File: config.mk
export PLATFORM = sky130hd
export DESIGN_NAME = ex_stage_flat
export DESIGN_NICKNAME = d
export VERILOG_FILES = /design/src/rtl/ex_if.sv /design/src/rtl/ex_stage.sv /design/src/flat_wrapper.sv
export SDC_FILE = /design/constraint.sdc
export NUM_CORES = 1
export LEC_CHECK = 0
export BUFFER_PORTS_ARGS = -buffer_cell sky130_fd_sc_hd__buf_4
export CORE_UTILIZATION = 45
export DETAILED_ROUTE_END_ITERATION = 10
export GPL_TIMING_DRIVEN = 0
export PLACE_DENSITY = 0.79
export SLEW_MARGIN = 25
export SYNTH_ARGS = -nofsm -noshare
export SYNTH_HDL_FRONTEND = slang
export SYNTH_SLANG_ARGS = --single-unit
File: constraint.sdc
create_clock -name clk -period 2.1 [get_ports clk]
set_clock_uncertainty 0.15 [all_clocks]
set_input_delay 0.525 -clock clk [delete_from_list [all_inputs] [get_ports clk]]
set_output_delay 0.525 -clock clk [all_outputs]
set_load 0.05 [all_outputs]
File: src/rtl/ex_if.sv
// Bus between the load pipeline register and the execute/write-back stage.
// The master side is the upstream stage; the slave side is ex_stage.
// Optional macro EX_FWD_EN adds the forwarding outputs fwd_valid/fwd_adr/fwd_data.
interface ex_if #(
   parameter int unsigned DATA_W = 6,
   parameter int unsigned ADDR_W = 6
);
   logic              halted_in;
   logic [ADDR_W-1:0] write_adr_in;
   logic [1:0]        alu_inst_in;
   logic [DATA_W-1:0] data_in_1;
   logic [DATA_W-1:0] data_in_2;
   logic              data_mem_write_in;
   logic              mem_wr_en;
   logic [ADDR_W-1:0] mem_wr_adr;
   logic [DATA_W-1:0] mem_wr_data;
   logic              freeze;
   logic              core_halted;
`ifdef EX_FWD_EN
   logic              fwd_valid;
   logic [ADDR_W-1:0] fwd_adr;
   logic [DATA_W-1:0] fwd_data;
`endif

   // Upstream view: drives the instruction, observes write-back and stall
   modport master (
      output halted_in, write_adr_in, alu_inst_in, data_in_1, data_in_2, data_mem_write_in,
      input  mem_wr_en, mem_wr_adr, mem_wr_data, freeze, core_halted
`ifdef EX_FWD_EN
      , input fwd_valid, fwd_adr, fwd_data
`endif
   );

   // Stage view: consumes the instruction, produces write-back and stall
   modport slave (
      input  halted_in, write_adr_in, alu_inst_in, data_in_1, data_in_2, data_mem_write_in,
      output mem_wr_en, mem_wr_adr, mem_wr_data, freeze, core_halted
`ifdef EX_FWD_EN
      , output fwd_valid, fwd_adr, fwd_data
`endif
   );
endinterface

File: src/rtl/ex_stage.sv
// Execute/write-back stage: ALU (ADD/SUB/NAND single cycle, MUL iterative
// shift-add), one-cycle data-memory write, pipeline freeze and sticky halt.
// Optional macro EX_FWD_EN exposes the write-back as forwarding outputs.
module ex_stage #(
   parameter int unsigned DATA_W = 6,
   parameter int unsigned ADDR_W = 6
) (
   input  logic clk,
   input  logic rst,
   ex_if.slave  bus
);
   localparam int unsigned CNT_W = (DATA_W > 1) ? $clog2(DATA_W) : 1;
   localparam logic [CNT_W-1:0] CNT_LAST = CNT_W'(DATA_W - 1);

   localparam logic [1:0] OP_ADD  = 2'b00;
   localparam logic [1:0] OP_SUB  = 2'b01;
   localparam logic [1:0] OP_MUL  = 2'b10;
   localparam logic [1:0] OP_NAND = 2'b11;

   typedef enum logic [1:0] {
      S_IDLE = 2'd0,
      S_MUL  = 2'd1,
      S_HALT = 2'd2
   } state_e;

   state_e            r_state;
   state_e            w_state_nxt;

   logic              r_wr_en;
   logic [ADDR_W-1:0] r_wr_adr;
   logic [DATA_W-1:0] r_wr_data;
   logic              r_freeze;
   logic              r_halted;
   logic              w_wr_en_nxt;
   logic [ADDR_W-1:0] w_wr_adr_nxt;
   logic [DATA_W-1:0] w_wr_data_nxt;
   logic              w_freeze_nxt;
   logic              w_halted_nxt;

   // Multiplier state: shifted multiplicand, shifted multiplier, running sum
   logic [DATA_W-1:0] r_mcand;
   logic [DATA_W-1:0] r_mplier;
   logic [DATA_W-1:0] r_acc;
   logic [ADDR_W-1:0] r_mul_adr;
   logic [CNT_W-1:0]  r_cnt;
   logic [DATA_W-1:0] w_mcand_nxt;
   logic [DATA_W-1:0] w_mplier_nxt;
   logic [DATA_W-1:0] w_acc_nxt;
   logic [ADDR_W-1:0] w_mul_adr_nxt;
   logic [CNT_W-1:0]  w_cnt_nxt;

   logic [DATA_W-1:0] w_alu_res;
   logic [DATA_W-1:0] w_acc_sum;

   // Single-cycle ALU result; carry/borrow fall off the top bit
   always_comb begin
      w_alu_res = '0;
      case (bus.alu_inst_in)
         OP_ADD:  w_alu_res = bus.data_in_1 + bus.data_in_2;
         OP_SUB:  w_alu_res = bus.data_in_1 - bus.data_in_2;
         OP_NAND: w_alu_res = ~(bus.data_in_1 & bus.data_in_2);
         default: w_alu_res = '0;
      endcase
   end

   // One shift-add step: add the shifted multiplicand when the current multiplier bit is set
   always_comb begin
      w_acc_sum = r_acc + (r_mplier[0] ? r_mcand : '0);
   end

   // Next-state and next-output logic
   always_comb begin
      w_state_nxt   = r_state;
      w_wr_en_nxt   = 1'b0;
      w_wr_adr_nxt  = r_wr_adr;
      w_wr_data_nxt = r_wr_data;
      w_freeze_nxt  = 1'b0;
      w_halted_nxt  = r_halted;
      w_mcand_nxt   = r_mcand;
      w_mplier_nxt  = r_mplier;
      w_acc_nxt     = r_acc;
      w_mul_adr_nxt = r_mul_adr;
      w_cnt_nxt     = r_cnt;

      unique case (r_state)
         S_IDLE: begin
            if (bus.halted_in) begin
               // Halt wins over a simultaneous live write
               w_state_nxt  = S_HALT;
               w_halted_nxt = 1'b1;
            end else if (bus.data_mem_write_in) begin
               if (bus.alu_inst_in == OP_MUL) begin
                  w_mcand_nxt   = bus.data_in_1;
                  w_mplier_nxt  = bus.data_in_2;
                  w_mul_adr_nxt = bus.write_adr_in;
                  w_acc_nxt     = '0;
                  w_cnt_nxt     = '0;
                  w_freeze_nxt  = 1'b1;
                  w_state_nxt   = S_MUL;
               end else begin
                  w_wr_en_nxt   = 1'b1;
                  w_wr_adr_nxt  = bus.write_adr_in;
                  w_wr_data_nxt = w_alu_res;
               end
            end
         end
         S_MUL: begin
            w_mcand_nxt  = r_mcand << 1;
            w_mplier_nxt = r_mplier >> 1;
            w_acc_nxt    = w_acc_sum;
            w_cnt_nxt    = r_cnt + CNT_W'(1);
            if (r_cnt == CNT_LAST) begin
               // Last bit: write the product and release the pipeline together
               w_wr_en_nxt   = 1'b1;
               w_wr_adr_nxt  = r_mul_adr;
               w_wr_data_nxt = w_acc_sum;
               w_state_nxt   = S_IDLE;
            end else begin
               w_freeze_nxt = 1'b1;
            end
         end
         S_HALT: begin
            w_halted_nxt = 1'b1;
         end
         default: begin
            w_state_nxt = S_IDLE;
         end
      endcase
   end

   // State, output and multiplier registers
   always_ff @(posedge clk or posedge rst) begin
      if (rst) begin
         r_state   <= S_IDLE;
         r_wr_en   <= 1'b0;
         r_wr_adr  <= '0;
         r_wr_data <= '0;
         r_freeze  <= 1'b0;
         r_halted  <= 1'b0;
         r_mcand   <= '0;
         r_mplier  <= '0;
         r_acc     <= '0;
         r_mul_adr <= '0;
         r_cnt     <= '0;
      end else begin
         r_state   <= w_state_nxt;
         r_wr_en   <= w_wr_en_nxt;
         r_wr_adr  <= w_wr_adr_nxt;
         r_wr_data <= w_wr_data_nxt;
         r_freeze  <= w_freeze_nxt;
         r_halted  <= w_halted_nxt;
         r_mcand   <= w_mcand_nxt;
         r_mplier  <= w_mplier_nxt;
         r_acc     <= w_acc_nxt;
         r_mul_adr <= w_mul_adr_nxt;
         r_cnt     <= w_cnt_nxt;
      end
   end

   assign bus.mem_wr_en   = r_wr_en;
   assign bus.mem_wr_adr  = r_wr_adr;
   assign bus.mem_wr_data = r_wr_data;
   assign bus.freeze      = r_freeze;
   assign bus.core_halted = r_halted;

`ifdef EX_FWD_EN
   // Forwarding copy of the write-back, taken straight from the write registers
   assign bus.fwd_valid = r_wr_en;
   assign bus.fwd_adr   = r_wr_adr;
   assign bus.fwd_data  = r_wr_data;
`endif

endmodule

File: src/flat_wrapper.sv
// flat-port wrapper written by rule: the top's interface ports become plain ports
module ex_stage_flat 
#(
   parameter int unsigned DATA_W = 6,
   parameter int unsigned ADDR_W = 6
)
  (clk, rst, bus_halted_in, bus_write_adr_in, bus_alu_inst_in, bus_data_in_1, bus_data_in_2, bus_data_mem_write_in, bus_mem_wr_en, bus_mem_wr_adr, bus_mem_wr_data, bus_freeze, bus_core_halted);
  ex_if #(.DATA_W(DATA_W), .ADDR_W(ADDR_W)) bus_i ();
  input  logic clk;
  input  logic rst;
  input wire logic [$bits(bus_i.halted_in)-1:0] bus_halted_in;
  input wire logic [$bits(bus_i.write_adr_in)-1:0] bus_write_adr_in;
  input wire logic [$bits(bus_i.alu_inst_in)-1:0] bus_alu_inst_in;
  input wire logic [$bits(bus_i.data_in_1)-1:0] bus_data_in_1;
  input wire logic [$bits(bus_i.data_in_2)-1:0] bus_data_in_2;
  input wire logic [$bits(bus_i.data_mem_write_in)-1:0] bus_data_mem_write_in;
  output wire logic [$bits(bus_i.mem_wr_en)-1:0] bus_mem_wr_en;
  output wire logic [$bits(bus_i.mem_wr_adr)-1:0] bus_mem_wr_adr;
  output wire logic [$bits(bus_i.mem_wr_data)-1:0] bus_mem_wr_data;
  output wire logic [$bits(bus_i.freeze)-1:0] bus_freeze;
  output wire logic [$bits(bus_i.core_halted)-1:0] bus_core_halted;
  assign bus_i.halted_in = bus_halted_in;
  assign bus_i.write_adr_in = bus_write_adr_in;
  assign bus_i.alu_inst_in = bus_alu_inst_in;
  assign bus_i.data_in_1 = bus_data_in_1;
  assign bus_i.data_in_2 = bus_data_in_2;
  assign bus_i.data_mem_write_in = bus_data_mem_write_in;
  assign bus_mem_wr_en = bus_i.mem_wr_en;
  assign bus_mem_wr_adr = bus_i.mem_wr_adr;
  assign bus_mem_wr_data = bus_i.mem_wr_data;
  assign bus_freeze = bus_i.freeze;
  assign bus_core_halted = bus_i.core_halted;
  ex_stage #(.DATA_W(DATA_W), .ADDR_W(ADDR_W)) u_core (.clk(clk), .rst(rst), .bus(bus_i));
endmodule
==> flow_summary.ini <==
[timing]
min_period_ps = 2270
whs_ps = 19.1
layout_setup_ws_ps = -173
tightestPinTransition_ps = 528
report.final.hold_viol_count = 0
relSlewSlack = 0.648
fmax_ghz = 0.440
grt_setup_unrepaired = yes
period_share = 1.08
finalMaxSlewViolations = 0
finalSetupViolCount = 4

[power]
ir_drop_mv = 0.547
leakagePower_nw = 1.64
power_density_nw_per_um2 = 838

[cells_and_area]
mostFrequentLayoutCells = 56 x nand2_1, 53 x buf_4, 43 x dfrtp_1
area_growth_pct = 33.3
num_antenna_cells = 0
final_common_cell = nand2_1
nets = 374
final_cell_count_no_fill = 405
drive_gt1_frac = 0.337

[drt]
route.detailed.drc = 0
post_drt_wl_per_cell_um = 16.0
vias = 2242
firstDrtPassIters = 5
viasPerCell = 5.54
finalWirelength_um = 6500
ant_nets = 0
drtIter0Drc = 118

[setup_path]
r2r_setup_slack_ps = -100
cp-startpoint = bus_alu_inst_in[1]
reg2reg_from = u_core.r_mcand[0]
crit_fanout = 5
path_cells = buf_6 -> and2b_4 -> mux2_4 -> fa_2 -> inv_1 -> a21o_1 -> a21oi_2 -> xor2_1 -> o21ai_1 -> a31o_2
critPathMaxStageDelay_ps = 350
slowest_stage = fa_2
setup.worst_path.start_class = primary input
crit_type = primary input to register
cp.arrival_ps = 2320
cp-end-kind = register
required_ps = 2140

[status]
status = complete, but fails checks
violations = setup timing

[clock_network]
cts_max_path_buffers = 2
cts_tree = built
htreeDepth = 2
clkTransAtPathRegs_ps = 80
clock_sinks = 44
ctsRootBufferMaster = clkbuf_8
numCtsBuffers = 5
clk_latency_ps = 300
cts_hold_buffers = 0

[floorplanning]
die_area_um2 = 5860
core_area_um2 = 5240
dieHeight_um = 76.6
num_io_pins = 39
die_w_um = 76.6
rows = 26
initial_utilization = 0.478

[placement]
hpwl_um = 4190
dp_cells = 381
gp_congestion = 0.852
port_buffers = 38

[logic_synthesis]
yosysTopAreaCellShare = 0.440
synth_seq_area_share = 0.440
syn_nets = 312
ys_types = 40
synth-edff-count = 0
avgSynthCellArea_um2 = 9.20
synthTopCellsByArea = dfrtp_1 44%, nand2_1 8.4%, ha_1 7.0%, o21ai_0 3.8%, nor2_1 3.8%
synth_cells = 272
ys_warn_count = 0
async_flop_share = 1.00
synth_flop_cell = dfrtp_1
yosysTopAreaCell = dfrtp_1
synth.cell_area_um2 = 2500
ys_ff_latch = 44

[grt]
grt_pass1_vias = 2291
antenna_found_initial = 0
use_met2 = 0.406
gr-usage-all-layers = 0.237
grt_max_degree = 33
grt-busiest-layer = met2
gr-total-overflow = 0
grtUsageMet1 = 0.292
met3_usage = 0.0347
grt_pass1_wl_um = 10800

[worst_hold_path]
hold_path.class = primary input to async pin

[flow_run]
drv_cap = 0
[report_power, final]
group | internal (mW) | total (mW) | switching (mW)
sequential | 1.01 | 1.14 | 0.123
clock | 0.353 | 0.642 | 0.289
combinational | 0.429 | 1.02 | 0.588
[final timing paths]
| path | end | cells after the start |
|---|---|---|
| max | u_core.bus.mem_wr_data[4] | 10 |
| min | u_core.r_acc[1] | 2 |
| max reg2reg | u_core.bus.mem_wr_data[4] | 8 |
| min reg2reg | u_core.r_mul_adr[5] | 2 |
| max in group asynchronous | u_core.r_mplier[0] | 3 |
| min in group clk | u_core.r_mul_adr[5] | 3 |
[registers in the layout, summed over array words and instances (netlist names)]
register,cells
u_core.bus.freeze,1
u_core.bus.mem_wr_adr,6
u_core.r_mcand,6
u_core.bus.mem_wr_data,6
u_core.r_mul_adr,6
u_core.r_mplier,6
u_core.bus.mem_wr_en,1
u_core.r_acc,6
u_core.bus.core_halted,1
u_core.r_state,2
u_core.r_cnt,3
[cells in the mapped netlist, types with 3 or more instances]
cell type,number
o211ai_1,4
and2_1,5
a21o_1,4
o21ai_1,3
inv_1,13
a31oi_1,7
nor2_1,25
ha_1,14
nand2b_1,4
xor2_1,4
mux2i_1,7
o21ai_0,19
a21oi_1,12
xnor2_1,9
buf_2,7
nand2_1,56
dfrtp_1,44
a22o_1,5
[stage by stage]
stage | setup WS, ps | power, mW | area, um2 | utilization | setup TNS [ps]
after floorplan | -239 | 1.73 | 2520 | - | -846
after global placement | -560 | 1.96 | 2890 | 0.552 | -9990
after detailed placement | -611 | 1.99 | 2910 | 0.556 | -2390
after CTS | -185 | 2.70 | 3240 | 0.619 | -799
after global routing | -250 | 2.93 | 3340 | 0.637 | -903
final | -173 | 2.80 | 3340 | 0.637 | -641
[worst max-delay path: cells and delay by family]
kind                     cells  cell delay, ps
buffers and inverters        2             150
XOR/XNOR                     1             180
AO/OA/AOI/OAI                4             510
adder cells (fa/ha/maj)      1             350
AND/OR/NAND/NOR              1             280
multiplexers                 1             330
[area by class of cell]
type                    instances  area [um2]
well taps                      70        87.6
clock inverters                 2        35.0
fillers                       391        1900
plain buffers                  11        57.6
multi-input cells             204        1480
inverters                      13        53.8
repair buffers                 55         445
flip-flops and latches         44        1100
clock buffers                   6        72.6
[metal layers]
metal,part of all wire,vias to the layer above
li1,-,1039
met1,0.41,1081
met2,0.50,93
met3,0.049,29
met4,0.042,0
met5,0,-
[repair_timing]
action / CTS / global route
resized for setup: 22 / 17
buffers inserted: 17 / 2
endpoints found under the setup margin: 6 / 7
pin swaps: 12 / 11
[kinds of logic after synthesis]
group	share of synthesized area
AND/OR/NAND/NOR	0.177
AO/OA/AOI/OAI	0.166
flip-flops	0.440
buffers and inverters	0.0425
adder cells (fa/ha/maj)	0.0860
XOR/XNOR	0.0520
multiplexers	0.0370
(Power assumes the default switching activity.)
